[src/rtl/spi_config_controller.sv]
// SPI mode-0 bus master that serialises one WORD_BITS configuration word per request, MSB first.
// Optional miso capture is built only when SPI_CTRL_RX_EN is defined; otherwise rx_data is tied to 0.
module spi_config_controller #(
  parameter int CLK_DIV   = 4,
  parameter int WORD_BITS = 32,
  parameter int SS_SETUP  = 2,
  parameter int SS_HOLD   = 2
) (
  input  logic                 clk,
  input  logic                 rst_n,
  input  logic [WORD_BITS-1:0] tx_data,
  input  logic                 tx_valid,
  output logic                 tx_ready,
  output logic [WORD_BITS-1:0] rx_data,
  output logic                 done,
  output logic                 busy,
  output logic                 ss_n,
  output logic                 sclk,
  output logic                 mosi,
  input  logic                 miso
);

  localparam int CNT_MAX_A = (CLK_DIV > SS_SETUP) ? CLK_DIV : SS_SETUP;
  localparam int CNT_MAX   = ((CNT_MAX_A > SS_HOLD) ? CNT_MAX_A : SS_HOLD) - 1;
  localparam int CNT_W     = (CNT_MAX > 0) ? $clog2(CNT_MAX + 1) : 1;
  localparam int BIT_W     = (WORD_BITS > 1) ? $clog2(WORD_BITS) : 1;

  localparam logic [CNT_W-1:0] DIV_RELOAD   = CNT_W'(CLK_DIV - 1);
  localparam logic [CNT_W-1:0] SETUP_RELOAD = CNT_W'(SS_SETUP - 1);
  localparam logic [CNT_W-1:0] HOLD_RELOAD  = CNT_W'(SS_HOLD - 1);
  localparam logic [BIT_W-1:0] LAST_BIT     = BIT_W'(WORD_BITS - 1);

  typedef enum logic [2:0] {
    IDLE,
    START,
    SETUP,
    SHIFT,
    HOLD
  } state_t;

  state_t               state, state_d;
  logic [CNT_W-1:0]     cnt, cnt_d;
  logic [BIT_W-1:0]     bit_cnt, bit_cnt_d;
  logic                 sclk_d, ss_n_d, mosi_d, done_d;
  logic [WORD_BITS-1:0] tx_sr, tx_sr_d;
  logic                 accept;

`ifdef SPI_CTRL_RX_EN
  logic [WORD_BITS-1:0] rx_sr, rx_sr_d;
  logic [WORD_BITS-1:0] rx_data_q, rx_data_d;
  assign rx_data = rx_data_q;
`else
  logic unused_miso;
  assign unused_miso = miso;
  assign rx_data     = '0;
`endif

  // The done cycle is still "busy"; ready only returns the cycle after.
  assign tx_ready = (state == IDLE) && !done;
  assign busy     = !tx_ready;
  assign accept   = tx_valid && tx_ready;

  always_comb begin
    state_d   = state;
    cnt_d     = cnt;
    bit_cnt_d = bit_cnt;
    sclk_d    = sclk;
    ss_n_d    = ss_n;
    mosi_d    = mosi;
    done_d    = 1'b0;
    tx_sr_d   = tx_sr;
`ifdef SPI_CTRL_RX_EN
    rx_sr_d   = rx_sr;
    rx_data_d = rx_data_q;
`endif
    case (state)
      IDLE: begin
        if (accept) begin
          tx_sr_d = tx_data;
          state_d = START;
        end
      end
      START: begin
        ss_n_d  = 1'b0;
        mosi_d  = tx_sr[WORD_BITS-1];
        cnt_d   = SETUP_RELOAD;
        state_d = SETUP;
      end
      SETUP: begin
        if (cnt == '0) begin
          cnt_d     = DIV_RELOAD;
          bit_cnt_d = '0;
          state_d   = SHIFT;
        end else begin
          cnt_d = cnt - 1'b1;
        end
      end
      SHIFT: begin
        if (cnt != '0) begin
          cnt_d = cnt - 1'b1;
        end else begin
          cnt_d = DIV_RELOAD;
          if (!sclk) begin
            sclk_d = 1'b1;
`ifdef SPI_CTRL_RX_EN
            rx_sr_d = {rx_sr[WORD_BITS-2:0], miso};
`endif
          end else begin
            sclk_d = 1'b0;
            if (bit_cnt == LAST_BIT) begin
              cnt_d   = HOLD_RELOAD;
              state_d = HOLD;
            end else begin
              bit_cnt_d = bit_cnt + 1'b1;
              tx_sr_d   = tx_sr << 1;
              mosi_d    = tx_sr[WORD_BITS-2];
            end
          end
        end
      end
      HOLD: begin
        if (cnt == '0) begin
          ss_n_d  = 1'b1;
          mosi_d  = 1'b0;
          done_d  = 1'b1;
          state_d = IDLE;
`ifdef SPI_CTRL_RX_EN
          rx_data_d = rx_sr;
`endif
        end else begin
          cnt_d = cnt - 1'b1;
        end
      end
      default: state_d = IDLE;
    endcase
  end

  always_ff @(posedge clk) begin
    if (!rst_n) begin
      state   <= IDLE;
      cnt     <= '0;
      bit_cnt <= '0;
      sclk    <= 1'b0;
      ss_n    <= 1'b1;
      mosi    <= 1'b0;
      done    <= 1'b0;
`ifdef SPI_CTRL_RX_EN
      rx_data_q <= '0;
`endif
    end else begin
      state   <= state_d;
      cnt     <= cnt_d;
      bit_cnt <= bit_cnt_d;
      sclk    <= sclk_d;
      ss_n    <= ss_n_d;
      mosi    <= mosi_d;
      done    <= done_d;
`ifdef SPI_CTRL_RX_EN
      rx_data_q <= rx_data_d;
`endif
    end
  end

  // Shift registers carry data only; their contents are don't-care until loaded.
  always_ff @(posedge clk) begin
    tx_sr <= tx_sr_d;
`ifdef SPI_CTRL_RX_EN
    rx_sr <= rx_sr_d;
`endif
  end

endmodule

[config.mk]
export PLATFORM = sky130hd
export DESIGN_NAME = spi_config_controller
export DESIGN_NICKNAME = d
export VERILOG_FILES = /design/src/rtl/spi_config_controller.sv
export SDC_FILE = /design/constraint.sdc
export NUM_CORES = 1
export LEC_CHECK = 0
export ABC_AREA = 1
export BUFFER_PORTS_ARGS = -buffer_cell sky130_fd_sc_hd__buf_2
export CORE_ASPECT_RATIO = 0.7
export CORE_UTILIZATION = 35
export CTS_BUF_LIST = sky130_fd_sc_hd__clkbuf_8 sky130_fd_sc_hd__clkbuf_16
export CTS_CLUSTER_DIAMETER = 30
export DETAILED_ROUTE_END_ITERATION = 7
export GPL_ROUTABILITY_DRIVEN = 0
export HOLD_SLACK_MARGIN = 0.12
export PLACE_DENSITY = 0.7
export SETUP_SLACK_MARGIN = 0.3
export SLEW_MARGIN = 5
export SYNTH_ARGS = -nofsm -noshare
export SYNTH_HDL_FRONTEND = slang
export SYNTH_SLANG_ARGS = --single-unit
[constraint.sdc]
create_clock -name clk -period 4.87 [get_ports clk]
set_input_delay 0.487 -clock clk [delete_from_list [all_inputs] [get_ports clk]]
set_output_delay 0.487 -clock clk [all_outputs]
set_load 0.03 [all_outputs]
==> flow_summary_export.csv, run 1 <==
group,metric,value,unit
run_status,status,"finished, final reports clean",
power_and_ir_drop,clkPwrFrac,0.149,
critical_path,rr_worst_depth,4,
final_layout,fin_nets,394,
synth,ys_seq_area_frac,0.486,
route,firstDrtPassIters,5,
flow_run,maxCapViolCount,0,
final_layout,seqCellArea,1240,um^2
floorplanning,coreArea,6910,um^2
floorplanning,pin_count,74,
final_layout,multi_input_area,1020,um^2
timing,setup_viol,0,
floorplanning,rows,25,
hold_path,min_to,"tx_sr[15]",
final_layout,layout-drive-gt1-share,0.183,
placed_design,numPortBuffers,40,
hold_path,hp-start,"tx_data[15]",
synth,syn_area,2550,um^2
route,wl,4.58,mm
timing,tns,0,ns
power_and_ir_drop,pwr-share-seq,0.469,
synth,synth_top_family_by_area,"simple AND/OR/NAND/NOR gates",
power_and_ir_drop,peakVddDrop,172,uV
timing,hold_viol,0,
global_route,antenna_found_initial,0,
synth,syn-mean-instance-area,8.01,um^2
clocking,cts_hold_buf,0,
floorplanning,die_area,7650,um^2
final_layout,diodes,0,
power_and_ir_drop,switching_share,0.415,
timing,maxSlewViolCount,0,
floorplanning,die_h,73.5,um
power_and_ir_drop,powerDensity,574,nW/um^2
clocking,cts_resized,0,
timing,fin_crit,2.78,ns
floorplanning,die_x,104,um
synth,syn_inst,319,
final_layout,mostFrequentLayoutCells,"132 x nand2_1, 40 x buf_2, 32 x conb_1, 32 x edfxtp_1, 28 x inv_1",
power_and_ir_drop,p_int,936,uW
global_route,grt_pass1_wl,7.36,mm
clocking,cts_tree,"done",
timing,clock_skew,0.0107,ns
final_layout,nFillCells,739,
hold_path,hold_class,"input pin to register",
timing,tightest_slew,0.871,ns
global_route,grt_start_max_net_pins,41,
global_route,grt_pass1_vias,1610,
critical_path,rrSetupSlack,2.09,ns
critical_path,r2r_start,"state[1]",
power_and_ir_drop,switching_power,663,uW
clocking,cts_made_buffers,5,
route,drt_iter0_markers,109,
route,drc_errors,0,
timing,rsz0062_at_grt,"no",
placed_design,hpwl,3.17,mm
timing,worst_hold_slack,0.442,ns
final_layout,final_common_cell,"nand2_1",
synth,synth_adder_area_share,0.0147,
synth,yosys_register_bits,46,
hold_path,hold_path_depth,3,
synth,synth_compound_gate_area_share,0.0406,
route,vias,1878,
critical_path,critPathKind,"register to register",
final_layout,area_delta_synth_final,9.01,%
synth,muxShareOfSynthArea,0,
route,vias_per_cell,4.17,
clocking,cts.sinks,46,
power_and_ir_drop,p_leak,0.00137,uW
critical_path,crit_fanout,38,
clocking,cts_root_buf,"clkbuf_8",
clocking,cts_setup_buffers,0,
critical_path,cp.required,4.81,ns
synth,synth_xor_area_frac,0.00343,
timing,max_freq,360,MHz
route,antenna_violating_nets_post_route,0,
critical_path,crit_path_end_kind,"register",
power_and_ir_drop,fin_total_pwr,1600,uW
clocking,cts.clk_slew.worst_paths,0.09,ns
clocking,h-tree-depth,2,
synth,yosys.area_share.simple,0.292,
critical_path,r2r_end,"tx_sr[29]",
route,wl_per_cell,10.2,um
timing,maxSlewHeadroom,0.418,
timing,period_share,0.570,
global_route,grt-ovfl-total,0,
final_layout,finish.utilization,0.403,
synth,yosysUniqueCellTypes,25,
clocking,cts_buffer_depth,2,
critical_path,startpoint_type,"register",
power_and_ir_drop,power_frac_comb,0.382,
floorplanning,start_util,0.370,
clocking,clkLatencyLatePin,0.31,ns
global_route,track_usage,0.125,
synth,yosysWarnings,0,
critical_path,worstPathArrival,2.71,ns
## final cells by class
cell class | count | area share
timing repair buffer | 40 | 0.0719
clock inverter | 3 | 0.00764
sequential | 46 | 0.446
tap | 94 | 0.0422
clock buffer | 5 | 0.0247
inverter | 29 | 0.0400
multi-input combinational | 233 | 0.368
## sequential cells by signal, summed over array words and instances (netlist names)
signal,count
tx_sr,32
done,1
cnt,2
state,3
mosi,1
bit_cnt,5
ss_n,1
sclk,1
## per-stage QoR
| step | instance area (um^2) | setup slack, ns | std cells |
|---|---|---|---|
| after global routing | 2790 | 1.86 | 450 |
| after floorplan | 2670 | 1.98 | 350 |
| final | 2790 | 2.09 | 450 |
| after detailed placement | 2700 | 2.07 | 442 |
| after global placement | 2700 | 2.15 | 442 |
| after CTS | 2790 | 2.05 | 450 |
## layer usage
metal  vias to the layer above  track usage  part of all wire
met4                         0       0.0429             0.013
met5                         -            0                 0
met1                       813        0.165              0.49
li1                       1001            -                 -
met3                         6       0.0479             0.066
met2                        58        0.187              0.43
## cell usage after synthesis (all sizes together)
library cell / number / area, um^2
nand2: 137 / 527
buf: 42 / 302
edfxtp: 32 / 961
inv: 29 / 111
nor2: 26 / 110
nand3: 15 / 103
dfxtp: 14 / 280
o21ai: 11 / 62.6
a21oi: 6 / 33.8
ha: 3 / 37.5
conb: 1 / 3.75
nor3b: 1 / 7.51
o211ai: 1 / 7.51
xor2: 1 / 8.76
## power by group through the flow
stage	logic [uW]	clock network, uW	registers [uW]
after floorplan	502	0	750
after global placement	598	0	751
after detailed placement	612	0	758
after CTS	617	243	751
after global routing	696	256	773
final	611	238	750
## worst max-delay path, stage by stage (launching register included)
cell and delay (ns):
dfxtp_1 0.56, nand2_2 0.12, nor2_4 0.67, o21ai_0 0.32, nor2_4 0.73
## how the worst max path moves through the flow
| stage | start | end | slack, ns |
|---|---|---|---|
| floorplan | bit_cnt[0] | tx_sr[0] | 1.98 |
| detailed placement | state[1] | tx_sr[31] | 2.07 |
| global placement | state[1] | tx_sr[31] | 2.15 |
| CTS | state[1] | tx_sr[29] | 2.05 |
| finish | state[1] | tx_sr[29] | 2.09 |
| global route | state[1] | tx_sr[27] | 1.86 |
## cell families after synthesis
family	count (synthesis)
and+or+nand+nor	179
buffers and inverters	71
DFF	46
AOI/OAI and AO/OA	18
adders and majority gates	3
xor gates and xnor gates	1
other	1
Power figures use the tool's default switching activity.
==> inputs of run 2 (changes only) <==
--- a/config.mk
+++ b/config.mk
@@ -14,7 +14,7 @@
 export DETAILED_ROUTE_END_ITERATION = 7
 export GPL_ROUTABILITY_DRIVEN = 0
 export HOLD_SLACK_MARGIN = 0.12
-export PLACE_DENSITY = 0.7
+export PLACE_DENSITY = 0.72
 export SETUP_SLACK_MARGIN = 0.3
 export SLEW_MARGIN = 5
 export SYNTH_ARGS = -nofsm -noshare
==> constraint.sdc (replaced) <==
create_clock -name clk -period 2.5 [get_ports clk]
set_input_delay 0.25 -clock clk [delete_from_list [all_inputs] [get_ports clk]]
set_output_delay 0.25 -clock clk [all_outputs]
set_load 0.03 [all_outputs]
==> run 2 against run 1 <==
Compared with the run above:
- clock skew rose by 0.00092 ns
- largest power group unchanged
- wire length rose by 1.3%
- cell area rose by 1.5%
- cell count rose by 0.89%
==> flow_summary_export.csv, run 2 (synthesis gave the netlist of run 1 again) <==
group,metric,value,unit
run_status,status,"finished, final reports clean",
timing,max_freq,519,MHz
floorplanning,die_h,73.5,um
clocking,cts_root_buf,"clkbuf_8",
timing,period_share,0.770,
critical_path,startpoint_type,"register",
critical_path,worstPathArrival,1.92,ns
timing,tns,0,ns
placed_design,numPortBuffers,40,
critical_path,crit_path_end_kind,"register",
final_layout,finish.utilization,0.409,
clocking,h-tree-depth,2,
timing,setup_viol,0,
route,vias_per_cell,4.21,
floorplanning,coreArea,6910,um^2
placed_design,hpwl,3.40,mm
floorplanning,die_x,104,um
route,drt_iter0_markers,139,
timing,fin_crit,1.93,ns
global_route,track_usage,0.130,
timing,rsz0062_at_grt,"no",
route,wl,4.64,mm
route,vias,1911,
timing,clock_skew,0.0116,ns
clocking,clkLatencyLatePin,0.30,ns
critical_path,crit_fanout,32,
floorplanning,rows,25,
clocking,cts_made_buffers,5,
final_layout,layout-drive-gt1-share,0.192,
route,drc_errors,0,
hold_path,hold_path_depth,3,
floorplanning,die_area,7650,um^2
clocking,cts_tree,"done",
flow_run,maxCapViolCount,0,
final_layout,mostFrequentLayoutCells,"132 x nand2_1, 40 x buf_2, 32 x conb_1, 32 x edfxtp_1, 28 x inv_1",
global_route,grt_start_max_net_pins,33,
global_route,grt-ovfl-total,0,
route,firstDrtPassIters,4,
final_layout,largest_reg_flops,32,
power_and_ir_drop,powerDensity,1120,nW/um^2
final_layout,diodes,0,
clocking,cts_setup_buffers,0,
clocking,cts_buffer_depth,2,
route,wl_per_cell,10.2,um
clocking,cts.sinks,46,
hold_path,hold_class,"input pin to register",
timing,worst_hold_slack,0.213,ns
critical_path,rr_worst_depth,8,
timing,maxSlewViolCount,0,
global_route,antenna_found_initial,0,
final_layout,largest_registers,"tx_sr x32, bit_cnt x5, state x3",
timing,hold_viol,0,
power_and_ir_drop,p_leak,0.00139,uW
final_layout,nFillCells,700,
clocking,cts.clk_slew.worst_paths,0.09,ns
final_layout,fin_nets,398,
route,antenna_violating_nets_post_route,0,
power_and_ir_drop,peakVddDrop,475,uV
clocking,cts_hold_buf,0,
clocking,cts_resized,0,
floorplanning,pin_count,74,
final_layout,final_common_cell,"nand2_1",
critical_path,cp.required,2.50,ns
global_route,grt_pass1_wl,7.77,mm
critical_path,critPathKind,"register to register",
floorplanning,start_util,0.370,
global_route,grt_pass1_vias,1773,
final_layout,top_register,"tx_sr",
final_layout,area_delta_synth_final,10.7,%
-- run 2: changes by cell type in the layout (fill, tap and decap cells not counted) --
cell    delta
buf_4      +3
buf_12     +1
-- run 2: final cells by class --
type | count | area (um^2) | share of cell area
flip-flops and latches | 46 | 1240 | 0.439
multi-input cells | 233 | 1020 | 0.362
repair buffers | 44 | 243 | 0.0858
well taps | 94 | 118 | 0.0416
inverters | 29 | 111 | 0.0394
clock buffers | 5 | 68.8 | 0.0243
clock inverters | 3 | 21.3 | 0.00752
-- run 2: worst paths after layout --
check                   end  slack (ns)         from
setup reg to reg   tx_sr[5]        0.57   bit_cnt[0]
setup / recovery   tx_sr[5]        0.57   bit_cnt[0]
hold / removal    tx_sr[17]        0.21  tx_data[17]
hold reg to reg        ss_n        0.47         ss_n
-- run 2: routing by layer --
layer	up-vias	global-route usage	wire (um)
met5	-	0	0
met4	0	0.0540	53
met3	7	0.0373	238
met2	49	0.214	2020
met1	845	0.163	2330
li1	1010	-	-
-- run 2: metrics by stage --
stage	worst slack, ns	cell area (um^2)	cells	total power, uW
final	0.574	2830	454	3180
after global routing	0.426	2830	454	3430
after CTS	0.573	2830	454	3200
after detailed placement	0.599	2740	446	2750
after global placement	0.663	2740	446	2700
after floorplan	0.454	2680	350	2440
-- run 2: power by group --
group          internal [uW]  total [uW]  switching [uW]
Sequential              1300        1460             164
Clock                    196         447             250
Combinational            383        1270             888
-- run 2: critical path, stage by stage, from the launching register on --
cell	delay [ns]
dfxtp_1	0.36
ha_1	0.22
nand2_1	0.08
nor2_1	0.05
ha_1	0.22
o21ai_2	0.24
inv_1	0.11
nor2_4	0.13
buf_12	0.21
